`src/rtl/hazard_scoreboard.sv`:
```
// Per-register in-flight writer scoreboard producing the single ID/IF stall.
// Handles variable-latency loads, a multi-cycle mul/div unit and branch-in-ID operands.
module hazard_scoreboard #(
   parameter int NREG         = 32,
   parameter int AW           = 5,
   parameter int BRANCH_IN_ID = 1,
   parameter int FWD_EN       = 1,
   parameter int CNTW         = 2
) (
   input  logic            clk,
   input  logic            rst,
   input  logic            id_valid,
   input  logic [AW-1:0]   id_rs1,
   input  logic [AW-1:0]   id_rs2,
   input  logic            id_use_rs1,
   input  logic            id_use_rs2,
   input  logic            id_is_branch,
   input  logic            id_regwrite,
   input  logic [AW-1:0]   id_rd,
   input  logic [1:0]      id_kind,
   input  logic            id_flush,
   input  logic            ld_done,
   input  logic [AW-1:0]   ld_rd,
   input  logic            md_done,
   input  logic [AW-1:0]   md_rd,
   input  logic            wb_valid,
   input  logic [AW-1:0]   wb_rd,
   output logic            stall,
   output logic            md_busy,
   output logic [NREG-1:0] busy_vec
);

   localparam logic [1:0] K_ALU = 2'b00;
   localparam logic [1:0] K_LD  = 2'b01;
   localparam logic [1:0] K_MD  = 2'b10;

   logic [CNTW-1:0] cnt_q  [NREG];
   logic [1:0]      kind_q [NREG];
   logic [1:0]      age_q  [NREG];
   logic [NREG-1:0] done_q;
   logic            md_busy_q;

   logic [NREG-1:0] iss_hit;
   logic [NREG-1:0] wb_hit;
   logic [NREG-1:0] ld_hit;
   logic [NREG-1:0] md_hit;
   logic [1:0]      src_hz;
   logic [1:0]      iss_kind;
   logic            issue;
   logic            issue_wr;
   logic            waw_hz;
   logic            md_hz;
   logic            full_hz;

   // Reserved kind behaves exactly like ALU, so fold it at issue.
   assign iss_kind = (id_kind == 2'b11) ? K_ALU : id_kind;
   assign issue    = id_valid && !stall && !id_flush;
   assign issue_wr = issue && id_regwrite && (id_rd != '0);

   always_comb begin
      wb_hit = '0;
      ld_hit = '0;
      md_hit = '0;
      for (int r = 1; r < NREG; r++) begin
         wb_hit[r] = wb_valid && (wb_rd == AW'(r)) && (cnt_q[r] != '0);
         ld_hit[r] = ld_done && (ld_rd == AW'(r)) && (kind_q[r] == K_LD);
         md_hit[r] = md_done && (md_rd == AW'(r)) && (kind_q[r] == K_MD);
      end
   end

   always_comb begin
      iss_hit = '0;
      for (int r = 1; r < NREG; r++)
         iss_hit[r] = issue_wr && (id_rd == AW'(r));
   end

   for (genvar g = 0; g < 2; g++) begin : g_src
      logic [AW-1:0] s;
      logic          u;
      logic          busy;
      logic          slow;
      logic          now;
      logic          last;
      assign s    = (g == 0) ? id_rs1 : id_rs2;
      assign u    = (g == 0) ? id_use_rs1 : id_use_rs2;
      assign busy = u && (s != '0) && (cnt_q[s] != '0);
      assign slow = (kind_q[s] == K_LD) || (kind_q[s] == K_MD);
      assign now  = ld_hit[s] || md_hit[s];
      // Register file writes early, so the final WB cycle is readable.
      assign last = wb_hit[s] && (cnt_q[s] == CNTW'(1));
      if (FWD_EN == 0) begin : g_nofwd
         assign src_hz[g] = busy && !last;
      end else if (BRANCH_IN_ID != 0) begin : g_brid
         assign src_hz[g] = busy && (id_is_branch ?
            (((kind_q[s] == K_ALU) && (age_q[s] == 2'd0)) ||
             (slow && (!done_q[s] || now))) :
            (slow && !done_q[s] && !now));
      end else begin : g_brex
         assign src_hz[g] = busy && slow && !done_q[s] && !now;
      end
   end

   assign waw_hz = id_regwrite && (id_rd != '0) && (cnt_q[id_rd] != '0) &&
                   ((kind_q[id_rd] == K_LD) || (kind_q[id_rd] == K_MD)) &&
                   !done_q[id_rd];
   assign md_hz   = (id_kind == K_MD) && md_busy_q && !md_done;
   assign full_hz = id_regwrite && (cnt_q[id_rd] == '1);

   assign stall = id_valid && !id_flush &&
                  ((|src_hz) || waw_hz || md_hz || full_hz);

   assign md_busy = md_busy_q;

   always_comb begin
      busy_vec = '0;
      for (int r = 1; r < NREG; r++)
         busy_vec[r] = (cnt_q[r] != '0);
   end

   always_ff @(posedge clk or posedge rst) begin
      if (rst) begin
         for (int r = 0; r < NREG; r++) begin
            cnt_q[r]  <= '0;
            kind_q[r] <= K_ALU;
            age_q[r]  <= 2'd0;
         end
         done_q    <= '0;
         md_busy_q <= 1'b0;
      end else begin
         for (int r = 1; r < NREG; r++) begin
            if (iss_hit[r]) begin
               if (!wb_hit[r])
                  cnt_q[r] <= cnt_q[r] + CNTW'(1);
               kind_q[r] <= iss_kind;
               age_q[r]  <= 2'd0;
               done_q[r] <= (iss_kind == K_ALU);
            end else if (wb_hit[r] && (cnt_q[r] == CNTW'(1))) begin
               cnt_q[r]  <= '0;
               kind_q[r] <= K_ALU;
               age_q[r]  <= 2'd0;
               done_q[r] <= 1'b0;
            end else begin
               if (wb_hit[r])
                  cnt_q[r] <= cnt_q[r] - CNTW'(1);
               if ((cnt_q[r] != '0) && (age_q[r] != 2'd3))
                  age_q[r] <= age_q[r] + 2'd1;
               if (ld_hit[r] || md_hit[r])
                  done_q[r] <= 1'b1;
            end
         end
         if (issue && (id_kind == K_MD))
            md_busy_q <= 1'b1;
         else if (md_done)
            md_busy_q <= 1'b0;
      end
   end

endmodule

```
`config.mk`:
```
export PLATFORM = sky130hd
export DESIGN_NAME = hazard_scoreboard
export DESIGN_NICKNAME = d
export VERILOG_FILES = /design/src/rtl/hazard_scoreboard.sv
export SDC_FILE = /design/constraint.sdc
export NUM_CORES = 1
export LEC_CHECK = 0
export CORE_MARGIN = 5
export CORE_UTILIZATION = 50
export DETAILED_ROUTE_END_ITERATION = 6
export GPL_ROUTABILITY_DRIVEN = 1
export HOLD_SLACK_MARGIN = 0.05
export PLACE_DENSITY = 0.68
export SYNTH_ARGS = -nofsm -noshare
export SYNTH_HDL_FRONTEND = slang
export SYNTH_SLANG_ARGS = --single-unit
```
`constraint.sdc`:
```
create_clock -name clk -period 18 [get_ports clk]
set_clock_uncertainty 0.2 [all_clocks]
set_input_delay 2.7 -clock clk [delete_from_list [all_inputs] [get_ports clk]]
set_output_delay 2.7 -clock clk [all_outputs]
set_load 0.01 [all_outputs]
```
==> results of run 1 <==
-- metal layers --
metal  routed length [um]  up-vias
li1                     -     7570
met1                28500     8705
met2                30500      971
met3                 6720      221
met4                 3610        0
met5                    0        -
-- area by class of cell --
type | instances | area (sq um) | area share
repair buffers | 100 | 908 | 0.0435
diodes | 3 | 7.51 | 0.000359
well taps | 511 | 639 | 0.0306
flip-flops and latches | 218 | 5460 | 0.261
clock inverters | 12 | 173 | 0.00826
inverters | 123 | 469 | 0.0225
clock buffers | 39 | 843 | 0.0404
multi-input cells | 1559 | 12400 | 0.593
-- Yosys cell counts, drive strengths merged, types with 11 or more instances --
| cell | number |
|---|---|
| a211oi | 27 |
| a21o | 11 |
| a21oi | 106 |
| a22o | 11 |
| a22oi | 23 |
| a2bb2oi | 13 |
| and2 | 20 |
| buf | 70 |
| clkbuf | 83 |
| dfrtp | 218 |
| ha | 98 |
| inv | 122 |
| mux2 | 17 |
| mux2i | 58 |
| mux4 | 118 |
| nand2 | 208 |
| nand2b | 17 |
| nand3 | 50 |
| nand4 | 12 |
| nand4b | 24 |
| nor2 | 128 |
| nor2b | 27 |
| nor3 | 99 |
| nor4 | 34 |
| nor4b | 13 |
| o21ai | 163 |
| o22ai | 14 |
| o2bb2ai | 23 |
| or3 | 47 |
| xnor2 | 55 |
-- sequential cells by signal (all words and copies together) (netlist names) --
signal   cells
age_q       62
kind_q      62
done_q      31
cnt_q       62
md_busy      1
-- stage by stage --
step                hold slack (ns)   util  instance area [sq um]  std cells  setup WS (ns)
floorplan                     0.286      -                  19000       2053           7.68
global placement              0.322  0.528                  19900       2511           7.40
detailed placement            0.333  0.528                  19900       2511           7.38
CTS                           0.341  0.555                  20900       2562           7.35
global route                  0.367  0.555                  20900       2564           7.09
finish                        0.346  0.555                  20900       2565           7.16
-- worst max-delay path by stage --
stage	start	to	slack, ns	cells after the start
after global routing	md_rd[0]	stall	7.09	12
after floorplan	id_rs2[0]	stall	7.68	17
after global placement	md_rd[1]	stall	7.40	12
final	md_rd[1]	stall	7.16	12
after CTS	md_rd[1]	stall	7.35	12
after detailed placement	md_rd[1]	stall	7.38	12
-- power breakdown --
group          internal (mW)  switching (mW)
Combinational          0.627           0.726
Sequential             0.661           0.212
Clock                  0.383           0.239
-- cell families after synthesis --
family	count (synthesis)	share of synthesized area
AO/OA/AOI/OAI	467	0.155
XOR/XNOR	64	0.0295
adder cells (fa/ha/maj)	105	0.0681
buffers and inverters	276	0.0625
flip-flops	218	0.287
multiplexers	193	0.180
other	1	0.000197
AND/OR/NAND/NOR	729	0.218
==> out/qor.txt, run 1 <==
Synth Register Bits: 218
# nets final: 2171
DRC violation count after routing: 0
die area: 42100 sq um
clk_lat worst skew: 0.57 ns
fin. max-slew vios: 0
Tmin final: 10.84 ns
critical path data required time: 15.10 ns
worst hold path class: reg -> reg
CTS H-tree lvls: 1
Post-CTS Setup Inserts: 0
Max stage delay on crit path: 1.18 ns
CTS max path bufs: 3
met1 Use GR: 0.450
Static Leak: 8.32 nW
fillers: 3417
Tot GR Track Use: 0.325
Max Cap Viol: 0
DRT antenna net count: 0
largest net degree at the start of global routing: 99
final period utilization: 0.602
Power Total: 2.85 mW
top area cells in the synthesized netlist: dfrtp_1, mux4_2, ha_1
Crit-path slowest cell: clkdlybuf4s50_1
Seq/Total Area, Yosys: 0.287
Vias: 17500
actual slew at the worst max-slew pin: 1.35 ns
final setup vio count: 0
Ys Warns: 7
GRT overflow: 0
Worst R2R Setup Slack: 13.22 ns
TritonCTS buffer count: 28
CTS Sinks: 218
R2R Path Start: kind_q[54]
vias in the first global route: 16700
first-pass GRT wire length: 104 mm
CTS Hold Bufs: 0
maximum clock rate: 92.2 MHz
outcome: finished, final reports clean
vias per cell: 6.81
critical path fanouts, max: 28
global route hottest layer: met2
Hold Crit Depth: 1
Total Wirelength: 69.3 mm
Hold Path Sink: cnt_q[8]
post-synth top area share: 0.287
Crit Reg-Reg Endpoint: cnt_q[29]
hold_sp: cnt_q[8]
Fin. Hold Viols: 0
syn_nets: 2194
Cell Area, Synth: 19000 sq um
Post-synth top flop: dfrtp_1
Mean Syn Cell Area: 9.27 sq um
Syn Inst Count: 2053
commonest non-fill, non-tap cell in the layout: dfrtp_1
GRT met2 Usage: 0.497
CTS tree: done
cell accounting for the most synthesized area: dfrtp_1
share of cells above drive strength 1: 0.126
Crit. End Element: output pin
row count: 71
core area: 37700 sq um
total power divided by cell area: 136 nW/um^2
post_cts resized: 0
met3 Resource Use GR: 0.0638
DP HPWL: 50.6 mm
CP Class: in -> out
clock-pin slew on the worst setup and hold paths: 0.06 ns
worst path buffer plus inverter count: 3
RSZ-0062 raised after global routing: no
port buffer count: 75
Max transition margin: 0.0894
drt pass-1 iters: 6
asr flop ratio synth: 1.00
P&R area growth vs syn: 9.78%
setup_tns: 0 ns
WL per Instance: 27.0 um
DRT iter0 DRCs: 1880
initial antenna violation count: 4
Initial Utilization: 0.505
crit path DAT: 7.94 ns
most used cells in the layout excluding fill and tap cells: dfrtp_1, nand2_1, nor2_1
count of different cell masters after synthesis: 84
Die Y: 205 um
Startpoint Class: primary input
Die X: 205 um
peak supply drop: 108 uV
crit-path cells: clkdlybuf4s50_1 > nor2b_1 > nand4b_1 > nand2_1 > mux4_2 > a221o_1 > a222oi_1 > mux2i_4 > buf_4 > nor3_1 > nor2b_1 > clkdlybuf4s50_1
clk root buf: clkbuf_16
CP top delay family: buffers and inverters
EDFF count, synth: 0
R2R cell count: 11
Final Wtd Congestion: 1.01
# IOs: 77
Power figures use the tool's default switching activity.
==> run 2: changes to the inputs <==
==> constraint.sdc (replaced) <==
create_clock -name clk -period 10.3 [get_ports clk]
set_clock_uncertainty 0.2 [all_clocks]
set_input_delay 1.545 -clock clk [delete_from_list [all_inputs] [get_ports clk]]
set_output_delay 1.545 -clock clk [all_outputs]
set_load 0.01 [all_outputs]
==> run 2 against run 1 <==
Against the previous run: highest routed layer unchanged; non-clock buffer count decreased by 1; flip-flop and latch count unchanged; largest power group unchanged; die area unchanged; via count decreased by 0.71%; core utilization decreased by 0.13 points; cell count about the same; global-route usage increased by 0.23 points; wire length about the same; total power increased by 73%; cell area decreased by 0.23%.
==> out/qor.txt, run 2 (synthesis gave the netlist of run 1 again) <==
outcome: finished, final reports clean
maximum clock rate: 120 MHz
share of cells above drive strength 1: 0.125
CTS Hold Bufs: 0
Tot GR Track Use: 0.328
total power divided by cell area: 237 nW/um^2
peak supply drop: 188 uV
CP Class: in -> out
initial antenna violation count: 5
DRC violation count after routing: 0
# nets final: 2170
RSZ-0062 raised after global routing: no
setup_tns: 0 ns
biggest regs: age_q (62), cnt_q (62), kind_q (62)
switch share: 0.416
CTS max path bufs: 3
vias in the first global route: 16600
most used cells in the layout excluding fill and tap cells: dfrtp_1, nand2_1, nor2_1
Initial Utilization: 0.505
Fin. Hold Viols: 0
Total Wirelength: 69.3 mm
clock-pin slew on the worst setup and hold paths: 0.06 ns
clk_lat worst skew: 0.58 ns
actual slew at the worst max-slew pin: 1.19 ns
setup slack after layout: 1.95 ns
CTS tree: done
Die X: 205 um
worst hold path class: reg -> reg
post_cts resized: 0
Seq pwr share: 0.308
CTS Sinks: 218
clk root buf: clkbuf_16
TritonCTS buffer count: 28
Startpoint Class: primary input
commonest non-fill, non-tap cell in the layout: dfrtp_1
drt pass-1 iters: 5
Post-CTS Setup Inserts: 0
Pint: 2.88 mW
largest net degree at the start of global routing: 87
Tmin final: 8.35 ns
Static Leak: 8.30 nW
row count: 71
Vias: 17300
pre-CTS WS: 2.09 ns
Max Cap Viol: 0
port buffer count: 75
Final Wtd Congestion: 0.982
crit path DAT: 6.60 ns
Crit. End Element: output pin
DRT antenna net count: 0
Die Y: 205 um
DRT iter0 DRCs: 2009
vias per cell: 6.77
core area: 37700 sq um
critical path data required time: 8.56 ns
CTS H-tree lvls: 1
first-pass GRT wire length: 105 mm
Psw: 2.05 mW
die area: 42100 sq um
DP HPWL: 51.1 mm
clock power share: 0.212
Comb pwr share: 0.480
# IOs: 77
fin. max-slew vios: 0
GRT overflow: 0
final setup vio count: 0
P&R area growth vs syn: 9.53%
WL per Instance: 27.0 um
Max transition margin: 0.193
Power Total: 4.93 mW
critical path fanouts, max: 28
final period utilization: 0.811
## run 2: critical path: stages
cell and delay (ns):
clkdlybuf4s50_1 1.08, nor2b_1 0.38, nand4b_1 0.20, nand2_1 0.11, mux4_2 0.49, a221o_1 0.40, a222oi_1 0.53, mux2i_4 0.31
buf_4 0.60, nor3_1 0.21, nor2b_1 0.15, clkdlybuf4s50_1 0.55
## run 2: final timing paths
check                      slack [ns]  cells past startpoint       from          to
setup / recovery                 1.95                     12   md_rd[1]       stall
hold / removal                   0.34                      1  cnt_q[26]   cnt_q[26]
setup reg to reg                 5.54                      9  cnt_q[31]  done_q[21]
hold reg to reg                  0.34                      1  cnt_q[26]   cnt_q[26]
max in group asynchronous        7.20                      3        rst   age_q[24]
min in group asynchronous        1.27                      2        rst   age_q[37]
## run 2: stage by stage
| step | std cells | hold slack, ns | area [sq um] | util |
|---|---|---|---|---|
| after global routing | 2563 | 0.358 | 20800 | 0.553 |
| after detailed placement | 2510 | 0.331 | 19900 | 0.528 |
| after floorplan | 2053 | 0.286 | 19000 | - |
| after global placement | 2510 | 0.323 | 19900 | 0.528 |
| after CTS | 2561 | 0.337 | 20800 | 0.553 |
| final | 2563 | 0.342 | 20800 | 0.553 |
## run 2: cell type report
cell class	instances	area [sq um]
fill	3365	16800
antenna	2	5.00
clock inverter	11	135
tap	511	639
clock buffer	40	827
multi-input combinational	1559	12400
timing repair buffer	99	913
inverter	123	469
sequential	218	5460
## run 2: power groups by stage
stage | registers (mW) | clock network [mW] | logic, mW
after floorplan | 1.40 | 0 | 1.68
after global placement | 1.50 | 0 | 2.24
after detailed placement | 1.52 | 0 | 2.34
after CTS | 1.51 | 1.05 | 2.36
after global routing | 1.56 | 1.09 | 2.62
final | 1.52 | 1.04 | 2.37
## run 2: per-layer routing
metal,GRT usage,wire length [um],up-vias
li1,-,-,7595
met1,0.452,28000,8586
met2,0.502,30900,951
met3,0.0708,7030,211
met4,0.139,3370,0
met5,0,0,-
==> run 3: changes to the inputs <==
--- a/config.mk
+++ b/config.mk
@@ -10,7 +10,7 @@
 export DETAILED_ROUTE_END_ITERATION = 6
 export GPL_ROUTABILITY_DRIVEN = 1
 export HOLD_SLACK_MARGIN = 0.05
-export PLACE_DENSITY = 0.68
+export PLACE_DENSITY = 0.7
 export SYNTH_ARGS = -nofsm -noshare
 export SYNTH_HDL_FRONTEND = slang
 export SYNTH_SLANG_ARGS = --single-unit
==> constraint.sdc (replaced) <==
create_clock -name clk -period 7.65 [get_ports clk]
set_clock_uncertainty 0.2 [all_clocks]
set_input_delay 1.1475 -clock clk [delete_from_list [all_inputs] [get_ports clk]]
set_output_delay 1.1475 -clock clk [all_outputs]
set_load 0.01 [all_outputs]
==> run 3 against run 2 <==
Against the previous run: the flow now finishes with violations (DRC); die area stayed put; non-clock buffer count is 21 higher; sequential power is 39% higher; critical path type unchanged.
==> out/qor.txt, run 3 (synthesis gave the netlist of run 1 again) <==
outcome: finished with violations
violated checks: DRC
drt pass-1 iters: 7
Static Leak: 8.39 nW
Crit. End Element: output pin
initial antenna violation count: 3
maximum clock rate: 145 MHz
Max stage delay on crit path: 0.85 ns
Die X: 205 um
CTS Sinks: 218
vias per cell: 6.80
critical path fanouts, max: 11
Die Y: 205 um
DP HPWL: 52.6 mm
final setup vio count: 0
Fin. Hold Viols: 0
actual slew at the worst max-slew pin: 1.40 ns
Core Util, Final: 0.558
DRC violation count after routing: 3
Post-CTS Setup Inserts: 0
Total Wirelength: 70.7 mm
CTS max path bufs: 3
setup_tns: 0 ns
Power Total: 6.67 mW
crit-path cells: clkdlybuf4s50_1 > inv_1 > mux4_2 > mux2i_1 > a22oi_1 > o311ai_0 > a221o_1 > or2_2 > nor3_1 > nor2b_1 > clkdlybuf4s50_1
row count: 71
WL per Instance: 27.4 um
die area: 42100 sq um
GRT overflow: 0
share of cells above drive strength 1: 0.134
# IOs: 77
Max transition margin: 0.0573
DRT antenna net count: 0
Max Cap Viol: 0
worst hold path class: reg -> reg
largest net degree at the start of global routing: 112
hold slack: 0.352 ns
CP Class: in -> out
core area: 37700 sq um
clk root buf: clkbuf_16
met1 Use GR: 0.463
fillers: 3337
post_cts resized: 0
CTS tree: done
Startpoint Class: primary input
DRT iter0 DRCs: 2220
CTS H-tree lvls: 1
Crit-path slowest cell: clkdlybuf4s50_1
port buffer count: 75
Initial Utilization: 0.505
Tmin final: 6.91 ns
CTS Hold Bufs: 0
pre-CTS WS: 0.964 ns
most used cells in the layout excluding fill and tap cells: dfrtp_1, nand2_1, nor2_1
biggest regs: age_q (62), cnt_q (62), kind_q (62)
Vias: 17600
first-pass GRT wire length: 107 mm
met3 Resource Use GR: 0.0749
Final Wtd Congestion: 1.09
commonest non-fill, non-tap cell in the layout: dfrtp_1
critical path data required time: 6.30 ns
# nets final: 2191
clk_lat worst skew: 0.57 ns
final period utilization: 0.904
RSZ-0062 raised after global routing: no
GRT met2 Usage: 0.514
crit-path most repeated cell: clkdlybuf4s50_1
Tot GR Track Use: 0.334
total power divided by cell area: 318 nW/um^2
global route hottest layer: met2
setup slack after layout: 0.736 ns
clock-pin slew on the worst setup and hold paths: 0.06 ns
TritonCTS buffer count: 28
crit path DAT: 5.57 ns
fin. max-slew vios: 0
P&R area growth vs syn: 10.3%
peak supply drop: 229 uV
vias in the first global route: 16900
-- run 3: final timing paths --
| check | start | end | slack (ns) | cells after the start |
|---|---|---|---|---|
| max | id_rs1[4] | stall | 0.74 | 11 |
| min | cnt_q[8] | cnt_q[8] | 0.35 | 1 |
| max reg2reg | kind_q[3] | done_q[21] | 2.78 | 11 |
| min reg2reg | cnt_q[8] | cnt_q[8] | 0.35 | 1 |
| max in group asynchronous | rst | age_q[30] | 5.24 | 3 |
| min in group asynchronous | rst | age_q[36] | 0.88 | 2 |
-- run 3: cell type report --
| class | instances | area [sq um] | share of cell area |
|---|---|---|---|
| Antenna cell | 2 | 5.00 | 0.000238 |
| Clock buffer | 38 | 810 | 0.0385 |
| Clock inverter | 13 | 130 | 0.00620 |
| Inverter | 123 | 469 | 0.0223 |
| Multi-Input combinational cell | 1559 | 12400 | 0.591 |
| Sequential cell | 218 | 5460 | 0.260 |
| Tap cell | 511 | 639 | 0.0304 |
| Timing Repair Buffer | 120 | 1090 | 0.0518 |
-- run 3: metal layers --
metal,routed length (um),vias to the layer above,share of wire
met3,7820,182,0.11
met1,28600,8653,0.40
met5,0,-,0
met4,3170,0,0.045
li1,-,7642,-
met2,31100,1097,0.44
-- run 3: worst max-delay path: cells and delay by family --
family | cells | cell delay (ns)
buf+inv | 3 | 1.87
simple gates | 3 | 0.83
mux | 2 | 0.53
compound gates | 3 | 1.18
-- run 3: metrics by stage --
step / cells / cell area, sq um
after floorplan: 2053 / 19000
after global placement: 2531 / 20100
after detailed placement: 2531 / 20100
after CTS: 2582 / 21000
after global routing: 2582 / 21000
final: 2584 / 21000
-- run 3: power breakdown --
| part | total, mW | internal, mW | switching, mW |
|---|---|---|---|
| clock network | 1.37 | 0.807 | 0.567 |
| logic | 3.17 | 1.48 | 1.69 |
| registers | 2.12 | 1.55 | 0.569 |
| total | 6.67 | 3.85 | 2.82 |
